==> config.mk <==
export PLATFORM = sky130hd
export DESIGN_NAME = star_scan_sequencer
export DESIGN_NICKNAME = d
export VERILOG_FILES = /design/src/rtl/star_scan_sequencer.sv
export SDC_FILE = /design/constraint.sdc
export NUM_CORES = 1
export LEC_CHECK = 0
export BUFFER_PORTS_ARGS = -buffer_cell sky130_fd_sc_hd__buf_2
export CORE_MARGIN = 2
export CORE_UTILIZATION = 55
export DETAILED_ROUTE_END_ITERATION = 10
export GPL_ROUTABILITY_DRIVEN = 0
export GPL_TIMING_DRIVEN = 0
export MAX_ROUTING_LAYER = met4
export PLACE_DENSITY = 0.82
export SLEW_MARGIN = 20
export SYNTH_ARGS = -nofsm -noshare
export SYNTH_HDL_FRONTEND = slang
export SYNTH_SLANG_ARGS = --single-unit
==> constraint.sdc <==
create_clock -name clk -period 4.8 [get_ports clk]
set_input_delay 0 -clock clk [delete_from_list [all_inputs] [get_ports clk]]
set_output_delay 0 -clock clk [all_outputs]
set_load 0.03 [all_outputs]
==> src/rtl/star_scan_sequencer.sv <==
// rtl/star_scan_sequencer.sv - raster scan of the image ROM, launching the measurement engine on uncovered lit pixels
`timescale 1ns/1ps
module star_scan_sequencer #(
  parameter int XSZ       = 6,
  parameter int YSZ       = 6,
  parameter int ADDR_SZ   = 12,
  parameter int COL_SZ    = 3,
  parameter int X_RES     = 60,
  parameter int Y_RES     = 60,
  parameter int THRESHOLD = 0,
  parameter int MAX_STARS = 4,
  localparam int IDX_SZ   = $clog2(MAX_STARS),
  localparam int CNT_SZ   = $clog2(MAX_STARS + 1)
) (
  input  logic               clk,
  input  logic               resetn,
  input  logic               go,
  output logic [ADDR_SZ-1:0] pixAddr,
  input  logic [COL_SZ-1:0]  pixVal,
  output logic               starFound,
  output logic [XSZ-1:0]     xOut,
  output logic [YSZ-1:0]     yOut,
  input  logic               measDone,
  input  logic [XSZ-1:0]     measRight,
  input  logic [YSZ-1:0]     measTop,
  input  logic [YSZ-1:0]     measBottom,
  input  logic [IDX_SZ-1:0]  rdIdx,
  output logic [XSZ-1:0]     rdLeft,
  output logic [XSZ-1:0]     rdRight,
  output logic [YSZ-1:0]     rdTop,
  output logic [YSZ-1:0]     rdBottom,
  output logic [CNT_SZ-1:0]  starCount,
  output logic               busy,
  output logic               frameDone,
  output logic               overflow
);

  typedef enum logic [3:0] {
    S_IDLE, S_FETCH, S_CHECK, S_LAUNCH, S_WAIT_CLR,
    S_WAIT_DONE, S_STORE, S_ADVANCE, S_DONE
  } state_t;

  state_t              r_state;
  state_t              r_next;
  logic [XSZ-1:0]      r_x;
  logic [YSZ-1:0]      r_y;
  logic [XSZ-1:0]      r_xout;
  logic [YSZ-1:0]      r_yout;
  logic [CNT_SZ-1:0]   r_count;
  logic                r_overflow;
  logic [XSZ-1:0]      r_left   [MAX_STARS];
  logic [XSZ-1:0]      r_right  [MAX_STARS];
  logic [YSZ-1:0]      r_top    [MAX_STARS];
  logic [YSZ-1:0]      r_bottom [MAX_STARS];

  logic                w_lit;
  logic                w_covered;
  logic                w_new_star;
  logic                w_full;
  logic                w_last;
  logic                w_x_wrap;
  logic                w_start;
  logic [IDX_SZ-1:0]   w_wr_idx;

  assign w_lit      = (pixVal != COL_SZ'(THRESHOLD));
  assign w_full     = (r_count == CNT_SZ'(MAX_STARS));
  assign w_x_wrap   = (r_x == XSZ'(X_RES - 1));
  assign w_last     = w_x_wrap && (r_y == YSZ'(Y_RES - 1));
  assign w_new_star = (r_state == S_CHECK) && w_lit && !w_covered;
  assign w_start    = ((r_state == S_IDLE) || (r_state == S_DONE)) && go;
  assign w_wr_idx   = r_count[IDX_SZ-1:0];

  // Only entries below starCount count; stale entries from an earlier frame are ignored.
  always_comb begin
    w_covered = 1'b0;
    for (int i = 0; i < MAX_STARS; i++) begin
      if ((CNT_SZ'(i) < r_count) &&
          (r_left[i] <= r_x) && (r_x <= r_right[i]) &&
          (r_top[i] <= r_y) && (r_y <= r_bottom[i])) begin
        w_covered = 1'b1;
      end
    end
  end

  always_ff @(posedge clk or negedge resetn) begin
    if (!resetn) begin
      r_state <= S_IDLE;
    end else begin
      r_state <= r_next;
    end
  end

  always_comb begin
    r_next = r_state;
    case (r_state)
      S_IDLE, S_DONE: if (go) r_next = S_FETCH;
      S_FETCH:        r_next = S_CHECK;
      S_CHECK: begin
        if (w_lit && !w_covered) begin
          r_next = w_full ? S_DONE : S_LAUNCH;
        end else begin
          r_next = S_ADVANCE;
        end
      end
      S_LAUNCH:       r_next = S_WAIT_CLR;
      S_WAIT_CLR:     r_next = S_WAIT_DONE;
      S_WAIT_DONE:    if (measDone) r_next = S_STORE;
      S_STORE:        r_next = S_ADVANCE;
      S_ADVANCE:      r_next = w_last ? S_DONE : S_FETCH;
      default:        r_next = S_IDLE;
    endcase
  end

  always_comb begin
    starFound = (r_state == S_LAUNCH);
    frameDone = (r_state == S_DONE);
    busy      = (r_state != S_IDLE) && (r_state != S_DONE);
  end

  always_ff @(posedge clk or negedge resetn) begin
    if (!resetn) begin
      r_x        <= '0;
      r_y        <= '0;
      r_xout     <= '0;
      r_yout     <= '0;
      r_count    <= '0;
      r_overflow <= 1'b0;
      for (int i = 0; i < MAX_STARS; i++) begin
        r_left[i]   <= '0;
        r_right[i]  <= '0;
        r_top[i]    <= '0;
        r_bottom[i] <= '0;
      end
    end else begin
      if (w_start) begin
        r_x        <= '0;
        r_y        <= '0;
        r_count    <= '0;
        r_overflow <= 1'b0;
      end
      // Launch coordinate is latched on the CHECK->LAUNCH edge so it is valid with starFound.
      if (w_new_star) begin
        if (w_full) begin
          r_overflow <= 1'b1;
        end else begin
          r_xout <= r_x;
          r_yout <= r_y;
        end
      end
      if (r_state == S_STORE) begin
        r_left[w_wr_idx]   <= r_xout;
        r_right[w_wr_idx]  <= measRight;
        r_top[w_wr_idx]    <= measTop;
        r_bottom[w_wr_idx] <= measBottom;
        r_count            <= r_count + CNT_SZ'(1);
      end
      if ((r_state == S_ADVANCE) && !w_last) begin
        if (w_x_wrap) begin
          r_x <= '0;
          r_y <= r_y + YSZ'(1);
        end else begin
          r_x <= r_x + XSZ'(1);
        end
      end
    end
  end

  assign pixAddr   = ADDR_SZ'(r_y) * ADDR_SZ'(X_RES) + ADDR_SZ'(r_x);
  assign xOut      = r_xout;
  assign yOut      = r_yout;
  assign starCount = r_count;
  assign overflow  = r_overflow;
  assign rdLeft    = r_left[rdIdx];
  assign rdRight   = r_right[rdIdx];
  assign rdTop     = r_top[rdIdx];
  assign rdBottom  = r_bottom[rdIdx];

endmodule

; ---- After elaboration in Yosys (flattened, before gate mapping)
; Index checks and enable logic that the tools add are counted.
[classes]
add_sub_neg = 4
n_mul = 1
div_mod_pow = 0
order_cmp = 23
eq_ne = 14
shift = 0
muxes = 39
bitwise = 3
n_reduce_logical = 35
[op_table]
columns = operator, count
row1 = bitwise mux 24 bit, 4
row2 = less-or-equal comparator 6 bit, 16
row3 = 2-to-1 mux 6 bit, 15
row4 = binary-select mux 6 bit (select 2 bit), 4
row5 = one-hot mux 4 bit (8 select lines), 1
row6 = logical AND 1 bit, 24
row7 = 2-to-1 mux 4 bit, 5
row8 = equality test 4 x 3 -> 1 bit (second input constant), 4
row9 = adder 12 x 6 -> 12 bit, 1
row10 = adder 6 x 1 -> 6 bit (second input constant), 2
row11 = demux 6 bit (select 2 bit), 1
row12 = equality test 6 bit (second input constant), 2
row13 = multiplier 6 x 4 -> 10 bit (second input constant), 1
row14 = equality test 4 x 2 -> 1 bit (second input constant), 2
row15 = 2-to-1 mux 1 bit, 7
row16 = greater-or-equal comparator 3 bit (second input constant), 2
row17 = less-than comparator 1 x 3 -> 1 bit (first input constant), 2
row18 = less-than comparator 2 x 3 -> 1 bit (first input constant), 2
row19 = 2-to-1 mux 3 bit, 2
row20 = NOT 2 -> 3 bit, 2
row21 = equality test 4 x 1 -> 1 bit (second input constant), 1
row22 = equality test 4 bit (second input constant), 1
row23 = logical NOT 4 bit, 1
row24 = != test 2 bit (second input constant), 2
row25 = 12 further kinds, 15
[totals]
regBits = 128
latchBits = 0
mem_bits_rw = 0
rom_bits = 0
inputBits = 27
output_inout_bits = 55
elab_cells = 142
mem_count = 0

; ---- Depth between registers and ports, before layout
; Gate-level depths: netlist of the first run.
[logic_depth]
depth_word = 13
depth_mapped = 12
ltp_nobuf = 12

; ---- Least setup slack after synthesis of the first run
; OpenSTA, ideal clock, no wires.
[synth_path]
kind = register to output
startpoint = register r_y[3]
endpoint = output port pixAddr[11]
arrival_ns = 3.632
setup_slack_ns = 1.168
stages_incl_launch_ff = 13
path_buffers = 0
path_cell_list = dfrtp_1 inv_1 fa_1 fa_1 inv_1 ha_1 nor2b_1 o21ai_0 a21oi_1 nor2b_1 nand3_1 nor4b_1 xnor3_1
[synth_between]
elab_chain_cells = 2
[synth_rtl]
columns = item, line_no
row1 = "start, declared", 46  ; logic [YSZ-1:0] r_y;
row2 = "start signal, assigned", 160  ; r_y <= r_y + YSZ'(1);
row3 = multiplier 6 x 4 -> 10 bit, 168  ; assign pixAddr = ADDR_SZ'(r_y) * ADDR_SZ'(X_RES) + ADDR_SZ'(r_x);
row4 = adder 12 x 6 -> 12 bit, 168
row5 = "end, declared", 18  ; output logic [ADDR_SZ-1:0] pixAddr,
; No other way between the ends.

; ---- Worst setup path after layout of the first run
[layout_path]
startpoint = register r_y[1]
endpoint = output port pixAddr[11]
; Same word-level chain as after synthesis.

==> run summary, run 1 <==
## Run status
- **outcome** completed

## GRT
- **total global routing track utilization** 26.6%
- **largest net degree at the start of global routing** 90
- **wire length of the first global-routing pass** 35000 um
- **number of global-route vias before repair** 6687
- **total global routing overflow** 0
- **initial antenna violation count** 0

## Setup path
- **Crit Path Category** register to primary output
- **reg-to-reg startpoint** r_y[4]
- **Crit path max-delay family** adder cells
- **slowest stage cell, crit path** sky130_fd_sc_hd__dfrtp_1
- **count of cells along the worst register-to-register path** 10
- **type of origin of the critical path** register
- **critical path cell sequence** inv_1, fa_1, fa_1, inv_1, ha_1, nor2b_1, o21ai_0, a21oi_1, nor2b_1, nand3_1, nor4b_1, xnor3_1, buf_2
- **CP Max Fanout** 10
- **data arrival at the endpoint of the critical path** 4.47 ns
- **CP Capture Type** primary output
- **required time of the critical path** 4.80 ns
- **Bufs and invs on worst path** 3
- **register-to-register setup slack** 1.32 ns
- **endpoint of the most critical register-to-register path** yOut[5]
- **Max stage delay on crit path** 0.67 ns

## Placement
- **sum of net half-perimeters after detailed placement** 15600 um
- **number of buffer cells added on primary ports** 79
- **post-placement cell area** 9600 um2
- **cell count after placement** 1073

## Finish
- **growth of design area from synthesis to finish** 16.1%
- **antenna cells** 0
- **post-route non-filler standard cell count** 1123
- **layout cells sized above 1** 28.2%
- **Post-Route Utilization** 65.2%
- **nets** 1057
- **post-route cell area** 10300 um2

## Routing
- **Residual DRC** 0
- **average wire per cell in the routed design** 18.9 um
- **Pre-antenna DRT Iters** 6
- **via count** 6575
- **antenna-violating nets left** 0
- **detailed-route vias per instance** 5.85
- **sum of routed wire length over all layers** 21200 um
- **count of routing violations after the opening detailed-route iteration** 415

## Pwr
- **highest ir drop seen on vdd** 0.000359 V
- **leakage power** 5.17 nW
- **P per Cell Area** 620 nW/um2

## Floorplan
- **initial core utilization** 56.2%
- **standard-cell row count** 46
- **count of boundary I/O pins** 82
- **Core Box Area** 15800 um2
- **area of the die** 17200 um2
- **x dimension of the die** 131 um
- **vertical die dimension** 131 um

## CTS
- **buffer count from post-CTS setup fixing** 0
- **Num CTS Buffers** 17
- **Clock Latency Late Sink** 0.42 ns
- **Clock Tree Root** sky130_fd_sc_hd__clkbuf_16
- **CTS tree** done
- **CTS H-Tree Depth** 4
- **buffer depth of the longest clock path** 2
- **clock transition at the register clock pins on the worst setup and hold paths after CTS** 0.05 ns
- **clock sink count** 128

## Synthesis
- **simple-gate share of the synthesized area** 8.72%
- **fraction of the yosys area taken by sequential cells** 36.0%
- **synthesized-area fraction occupied by xor and xnor cells** 1.24%
- **number of distinct library cells after synthesis** 59
- **yosys synthesis warning count** 0
- **number of flops mapped to enable cells by yosys** 0
- **Top FF cell, synth** sky130_fd_sc_hd__dfrtp_1
- **cell count after synthesis** 777
- **post-synth design cell area** 8890 um2
- **nets in the synthesized netlist** 937
- **multiplexer share of the synthesized area** 20.3%
- **combinational family with the most area after synthesis** multiplexers
- **FF+latch count, synth** 128
- **complex-gate fraction of the synthesized area** 9.12%
- **share of synthesized registers carrying an async set or reset** 100%
- **synthesized-area fraction occupied by adder cells** 19.6%
- **Mapped Avg Cell Area** 11.4 um2

## Job
- **reported max-cap violation count** 0

## Worst hold path
- **Hold Path Class** input port to asynchronous set/reset pin

## Timing
- **fin crit share** 93.1%
- **total negative slack for setup checks** 0 ns
- **transition time of the tightest slew-check pin** 0.857 ns
- **relative slew slack** 42.9%
- **number of endpoints with negative hold slack in the final report** 0
- **min cycle time layout** 4.47 ns
- **RSZ-0062 raised after global routing** false
- **number of max-slew violations in the final report** 0
- **number of endpoints failing setup at the final stage** 0
- **final setup skew** 0.00633 ns
- **Peak Freq** 224 MHz

==> logic make-up after synthesis <==
logic type,Yosys count
and+or+nand+nor,141
muxes,133
xor gates and xnor gates,11
buffers and inverters,113
adders and majority gates,133
AOI/OAI and AO/OA,118
DFF,128
==> where the power goes <==
part	total (mW)	switching (mW)	internal (mW)
combinational	3.19	1.72	1.46
sequential	2.07	0.508	1.56
clock	1.15	0.437	0.708
==> per-layer routing <==
metal	vias up	wire length, um	GRT usage [%]
li1	3052	-	-
met1	3280	9130	33.5
met2	198	10300	42.6
met3	45	1110	5.56
met4	0	639	9.84
met5	-	0	-
==> what timing repair did <==
item | CTS | global route
hold endpoints to repair | 204 | 0
hold buffers | 21 | 0
endpoints found under the setup margin | 0 | 1
gates resized for setup | 0 | 2
==> worst max-delay path by stage <==
stage / from / to / depth (start not counted)
after floorplan: r_y[3] / pixAddr[11] / 12
after global placement: r_y[3] / pixAddr[11] / 13
after detailed placement: r_y[3] / pixAddr[11] / 13
after CTS: r_y[2] / pixAddr[11] / 13
after global routing: r_y[1] / pixAddr[11] / 13
final: r_y[1] / pixAddr[11] / 13
==> worst reg2reg max path: cells and delay by family, from the launching register on <==
| family | cells | cell delay (ns) |
|---|---|---|
| and+or+nand+nor | 2 | 0.63 |
| DFF | 1 | 0.72 |
| muxes | 1 | 0.31 |
| adders and majority gates | 1 | 0.42 |
| AOI/OAI and AO/OA | 4 | 0.75 |
| buffers and inverters | 2 | 0.52 |
==> cell usage in the layout (no fill, tap or decap), types with 6 or more instances in the layout <==
master / instances
sky130_fd_sc_hd__a21o_1: 15
sky130_fd_sc_hd__a21oi_1: 38
sky130_fd_sc_hd__and4_1: 6
sky130_fd_sc_hd__buf_2: 80
sky130_fd_sc_hd__clkbuf_1: 17
sky130_fd_sc_hd__clkbuf_16: 17
sky130_fd_sc_hd__clkinv_2: 6
sky130_fd_sc_hd__dfrtp_1: 126
sky130_fd_sc_hd__dlygate4sd3_1: 21
sky130_fd_sc_hd__fa_1: 10
sky130_fd_sc_hd__ha_1: 123
sky130_fd_sc_hd__inv_1: 94
sky130_fd_sc_hd__mux2_2: 98
sky130_fd_sc_hd__mux2_4: 10
sky130_fd_sc_hd__mux4_2: 24
sky130_fd_sc_hd__nand2_1: 29
sky130_fd_sc_hd__nand2b_1: 8
sky130_fd_sc_hd__nand3_1: 28
sky130_fd_sc_hd__nand4_1: 10
sky130_fd_sc_hd__nor2_1: 16
sky130_fd_sc_hd__nor2b_1: 14
sky130_fd_sc_hd__nor3_1: 7
sky130_fd_sc_hd__o21ai_0: 24
sky130_fd_sc_hd__xnor2_1: 6
==> through the flow <==
step                hold WS, ns  setup slack, ns  total power [mW]
floorplan                -0.296             1.17              4.31
detailed placement      -0.0968            0.555              5.20
global placement          0.218            0.602              5.06
global route             0.0935           0.0404              6.85
CTS                      0.0733            0.128              6.39
finish                   0.0481            0.330              6.40
==> synthesized netlist by cell type (15+ instances only) <==
cell type / n / share of area [%]
sky130_fd_sc_hd__mux4_2: 24 / 6.1
sky130_fd_sc_hd__inv_1: 94 / 4.0
sky130_fd_sc_hd__nand3_1: 28 / 1.6
sky130_fd_sc_hd__nor2_1: 16 / 0.68
sky130_fd_sc_hd__nand2_1: 29 / 1.2
sky130_fd_sc_hd__a21oi_1: 38 / 2.1
sky130_fd_sc_hd__dfrtp_1: 128 / 36
sky130_fd_sc_hd__mux2_2: 98 / 12
sky130_fd_sc_hd__a21o_1: 15 / 1.3
sky130_fd_sc_hd__o21ai_0: 24 / 1.4
sky130_fd_sc_hd__ha_1: 123 / 17
==> flip-flops by register name (all words and copies together) (netlist names) <==
| signal | cells |
|---|---|
| r_state | 4 |
| r_left | 24 |
| starCount | 3 |
| yOut | 6 |
| overflow | 1 |
| r_x | 6 |
| r_bottom | 24 |
| r_right | 24 |
| xOut | 6 |
| r_top | 24 |
| r_y | 6 |
==> area by class of cell <==
cell class                      instances  area, um2
Sequential cell                       128       3210
Clock inverter                          8       67.6
Timing Repair Buffer                  101        643
Clock buffer                           21        450
Inverter                               94        353
Multi-Input combinational cell        536       5240
Buffer                                 19       97.6
Tap cell                              216        270
Fill cell                            1206       5500
Power figures use the tool's default switching activity.
==> run 2, diff against run 1 <==
==> constraint.sdc (replaced) <==
create_clock -name clk -period 4.8 [get_ports clk]
set_input_delay 0 -clock clk [delete_from_list [all_inputs] [get_ports clk]]
set_output_delay 0 -clock clk [all_outputs]
set_load 0.1 [all_outputs]
==> run summary, run 2 (synthesis results as in run 1) <==
## Run status
- **outcome** completed

## Setup path
- **cell type with the highest occurrence count on the critical path** sky130_fd_sc_hd__fa_1
- **endpoint of the most critical register-to-register path** xOut[1]
- **Crit path max-delay family** adder cells
- **Bufs and invs on worst path** 3
- **reg-to-reg startpoint** r_y[4]
- **Crit Path Category** register to primary output
- **type of origin of the critical path** register
- **required time of the critical path** 4.80 ns
- **slowest stage cell, crit path** sky130_fd_sc_hd__dfrtp_1
- **critical path cell sequence** fa_1, inv_1, fa_1, fa_1, inv_1, ha_1, nor2b_1, o21a_1, nand3_1, nor4b_1, xnor3_1, clkbuf_4
- **CP Max Fanout** 13
- **Max stage delay on crit path** 0.76 ns
- **count of cells along the worst register-to-register path** 10
- **register-to-register setup slack** 1.32 ns
- **data arrival at the endpoint of the critical path** 4.46 ns
- **CP Capture Type** primary output

## CTS
- **clock transition at the register clock pins on the worst setup and hold paths after CTS** 0.05 ns
- **buffer depth of the longest clock path** 2
- **Num CTS Buffers** 17
- **Clock Latency Late Sink** 0.42 ns
- **CTS tree** done
- **clock sink count** 128
- **Clock Tree Root** sky130_fd_sc_hd__clkbuf_16
- **CTS H-Tree Depth** 4
- **buffer count from post-CTS setup fixing** 0

## Timing
- **transition time of the tightest slew-check pin** 0.866 ns
- **number of max-slew violations in the final report** 0
- **relative slew slack** 42.3%
- **min cycle time layout** 4.46 ns
- **fin crit share** 93.0%
- **RSZ-0062 raised after global routing** false
- **number of endpoints with negative hold slack in the final report** 0
- **total negative slack for setup checks** 0 ns
- **Peak Freq** 224 MHz
- **number of endpoints failing setup at the final stage** 0
- **final setup skew** 0.00656 ns

## Floorplan
- **count of boundary I/O pins** 82
- **vertical die dimension** 131 um
- **standard-cell row count** 46
- **area of the die** 17200 um2
- **x dimension of the die** 131 um
- **Core Box Area** 15800 um2
- **initial core utilization** 56.2%

## Finish
- **layout cells sized above 1** 28.3%
- **growth of design area from synthesis to finish** 16.2%
- **fill cell instance count of the final layout** 1205
- **highest-count cells in the layout ignoring fill and taps** sky130_fd_sc_hd__dfrtp_1 (125), sky130_fd_sc_hd__ha_1 (123), sky130_fd_sc_hd__mux2_2 (98)
- **commonest non-fill, non-tap cell in the layout** sky130_fd_sc_hd__dfrtp_1
- **antenna cells** 0
- **nets** 1057

## Routing
- **Pre-antenna DRT Iters** 5
- **Residual DRC** 0
- **antenna-violating nets left** 0
- **average wire per cell in the routed design** 18.9 um
- **count of routing violations after the opening detailed-route iteration** 440
- **sum of routed wire length over all layers** 21200 um
- **detailed-route vias per instance** 5.90
- **via count** 6621

## GRT
- **number of global-route vias before repair** 6692
- **total global routing overflow** 0
- **initial antenna violation count** 0
- **wire length of the first global-routing pass** 35000 um
- **total global routing track utilization** 26.6%
- **largest net degree at the start of global routing** 90

## Job
- **reported max-cap violation count** 0

## Placement
- **number of buffer cells added on primary ports** 79
- **sum of net half-perimeters after detailed placement** 15600 um

## Worst hold path
- **Hold Path Class** input port to asynchronous set/reset pin

-- run 2: changes by cell type in the layout (fill, tap and decap cells not counted), sizes merged --
cell,delta
clkbuf,+1
buf,-1
-- run 2: worst register-to-register path: cells and delay by family (launching register included) --
kind | cells | cell delay [ns]
buf+inv | 2 | 0.53
simple gates | 2 | 0.63
mux | 1 | 0.31
fa+ha+maj | 1 | 0.42
flops | 1 | 0.72
compound gates | 4 | 0.76
-- run 2: worst max-delay path by stage --
stage,startpoint,depth (start not counted),slack (ns),to
final,r_y[0],12,0.34,pixAddr[11]
after global routing,r_y[2],13,0.05,pixAddr[11]
after CTS,r_y[1],13,0.12,pixAddr[11]
after detailed placement,r_y[3],13,0.39,pixAddr[11]
after global placement,r_y[3],13,0.44,pixAddr[11]
after floorplan,r_y[3],12,0.30,pixAddr[10]
-- run 2: layer usage --
layer	GRT usage [%]	part of all wire, %
met1	33.5	43
met2	42.7	49
met3	5.56	5.2
met4	9.84	3.6
met5	-	0
-- run 2: through the flow --
stage                     cells  worst slack [ns]  hold slack [ns]  area, um2  utilization, %
after floorplan             777             0.304           -0.296       8890               -
after global placement     1072             0.441            0.218       9560            60.4
after detailed placement   1073             0.394          -0.0968       9600            60.6
after CTS                  1123             0.116           0.0733      10300            65.2
after global routing       1123            0.0486           0.0936      10300            65.3
final                      1123             0.336           0.0482      10300            65.3
-- run 2: what timing repair did --
action | CTS | global route
hold buffers | 21 | 0
resized for setup | 2 | 2
setup endpoints to repair | 1 | 1
hold endpoints to repair | 204 | 0
-- run 2: area by class of cell --
| cell class | count | area, um2 | share of cell area, % |
|---|---|---|---|
| Clock inverter | 8 | 67.6 | 0.654 |
| Timing Repair Buffer | 101 | 646 | 6.25 |
| Buffer | 19 | 97.6 | 0.945 |
| Multi-Input combinational cell | 536 | 5240 | 50.7 |
| Clock buffer | 21 | 450 | 4.36 |
| Sequential cell | 128 | 3210 | 31.0 |
| Inverter | 94 | 353 | 3.42 |
| Tap cell | 216 | 270 | 2.62 |
Power of run 2 is left out: the tool's default activity adds up to more than one toggle a clock period on the data nets, which glitch-free logic cannot reach.
==> run 3, diff against run 2 <==
--- a/config.mk
+++ b/config.mk
@@ -7,12 +7,12 @@
 export LEC_CHECK = 0
 export BUFFER_PORTS_ARGS = -buffer_cell sky130_fd_sc_hd__buf_2
 export CORE_MARGIN = 2
-export CORE_UTILIZATION = 55
+export CORE_UTILIZATION = 60
 export DETAILED_ROUTE_END_ITERATION = 10
 export GPL_ROUTABILITY_DRIVEN = 0
 export GPL_TIMING_DRIVEN = 0
 export MAX_ROUTING_LAYER = met4
-export PLACE_DENSITY = 0.82
+export PLACE_DENSITY = 0.87
 export SLEW_MARGIN = 20
 export SYNTH_ARGS = -nofsm -noshare
 export SYNTH_HDL_FRONTEND = slang
==> run summary, run 3 (synthesis results as in run 1) <==
## Run status
- **outcome** completed

## CTS
- **Num CTS Buffers** 17
- **CTS H-Tree Depth** 4
- **Clock Latency Late Sink** 0.43 ns
- **clock sink count** 128
- **buffer depth of the longest clock path** 2
- **CTS tree** done
- **Clock Tree Root** sky130_fd_sc_hd__clkbuf_16
- **clock transition at the register clock pins on the worst setup and hold paths after CTS** 0.06 ns

## Finish
- **commonest non-fill, non-tap cell in the layout** sky130_fd_sc_hd__dfrtp_1
- **growth of design area from synthesis to finish** 17.0%
- **antenna cells** 0
- **highest-count cells in the layout ignoring fill and taps** sky130_fd_sc_hd__dfrtp_1 (125), sky130_fd_sc_hd__ha_1 (123), sky130_fd_sc_hd__mux2_2 (98)
- **layout cells sized above 1** 28.9%
- **nets** 1057

## Setup path
- **required time of the critical path** 4.80 ns
- **CP Capture Type** primary output
- **reg-to-reg startpoint** r_y[4]
- **data arrival at the endpoint of the critical path** 4.56 ns
- **slowest stage cell, crit path** sky130_fd_sc_hd__dfrtp_2
- **Max stage delay on crit path** 0.61 ns
- **CP Max Fanout** 14
- **type of origin of the critical path** register
- **Crit Path Category** register to primary output
- **Crit path max-delay family** adder cells
- **critical path cell sequence** inv_1, fa_1, fa_1, inv_1, ha_1, nor2b_1, o21ai_0, a21oi_1, nor2b_1, nand3_1, nor4b_1, xnor3_1, buf_2
- **worst setup path startpoint** r_y[3]
- **Bufs and invs on worst path** 3

## Routing
- **Residual DRC** 0
- **sum of routed wire length over all layers** 22300 um
- **via count** 6830
- **count of routing violations after the opening detailed-route iteration** 556
- **antenna-violating nets left** 0
- **average wire per cell in the routed design** 20.4 um
- **Pre-antenna DRT Iters** 5
- **detailed-route vias per instance** 6.24

## Floorplan
- **area of the die** 15800 um2
- **Core Box Area** 14500 um2
- **initial core utilization** 61.2%
- **vertical die dimension** 126 um
- **count of boundary I/O pins** 82
- **x dimension of the die** 126 um
- **standard-cell row count** 44

## GRT
- **total global routing overflow** 0
- **initial antenna violation count** 0
- **wire length of the first global-routing pass** 37000 um
- **total global routing track utilization** 30.9%
- **largest net degree at the start of global routing** 89
- **number of global-route vias before repair** 7285

## Timing
- **transition time of the tightest slew-check pin** 0.919 ns
- **number of endpoints with negative hold slack in the final report** 0
- **number of max-slew violations in the final report** 0
- **number of endpoints failing setup at the final stage** 0
- **RSZ-0062 raised after global routing** false
- **total negative slack for setup checks** 0 ns
- **min cycle time layout** 4.56 ns
- **Peak Freq** 219 MHz
- **Final WS setup** 0.244 ns
- **relative slew slack** 38.7%
- **fin crit share** 94.9%
- **final setup skew** 0.00822 ns

## Placement
- **Worst Setup Slack post-DPL** 0.390 ns
- **sum of net half-perimeters after detailed placement** 15700 um
- **number of buffer cells added on primary ports** 79

## Worst hold path
- **Hold Path Class** input port to asynchronous set/reset pin

## Job
- **reported max-cap violation count** 0

## run 3: changes by cell type in the layout (fill, tap and decap cells not counted), sizes merged
cell,before,now
bufinv,1,4
clkinvlp,1,2
inv,94,95
clkbuf,36,33
buf,84,85
## run 3: worst paths after layout
path | end | slack, ns | cells past startpoint
max | pixAddr[11] | 0.24 | 13
min reg2reg | overflow | 0.49 | 2
min | r_state[3] | 0.05 | 2
min in group clk | r_y[2] | 0.33 | 3
max in group asynchronous | r_left[22] | 4.01 | 3
max reg2reg | xOut[0] | 1.26 | 10
## run 3: area by class of cell
type	instances	area [um2]
Multi-Input combinational cell	536	5240
Fill cell	995	4130
Tap cell	184	230
Clock buffer	19	453
Sequential cell	128	3210
Buffer	19	97.6
Timing Repair Buffer	101	643
Inverter	94	353
Clock inverter	13	185
## run 3: timing repair
item | in CTS | in global routing
hold buffers | 21 | 0
setup buffers | 0 | 0
gates resized for setup | 2 | 1
endpoints found under the hold margin | 204 | 0
setup endpoints to repair | 1 | 1
## run 3: routing by layer
metal | GRT usage (%) | wire (um) | up-vias
li1 | - | - | 3050
met1 | 37.6 | 8970 | 3423
met2 | 49.7 | 11000 | 281
met3 | 5.44 | 1420 | 76
met4 | 15.6 | 931 | 0
met5 | - | 0 | -
## run 3: through the flow
stage | instances | area (um2) | utilization, % | hold slack [ns]
after floorplan | 777 | 8890 | - | -0.296
after global placement | 1040 | 9520 | 65.5 | 0.216
final | 1094 | 10400 | 71.6 | 0.0459
after CTS | 1094 | 10400 | 71.6 | 0.0562
after global routing | 1094 | 10400 | 71.6 | 0.0672
after detailed placement | 1041 | 9560 | 65.8 | -0.0898
Power of run 3 is left out for the same reason.
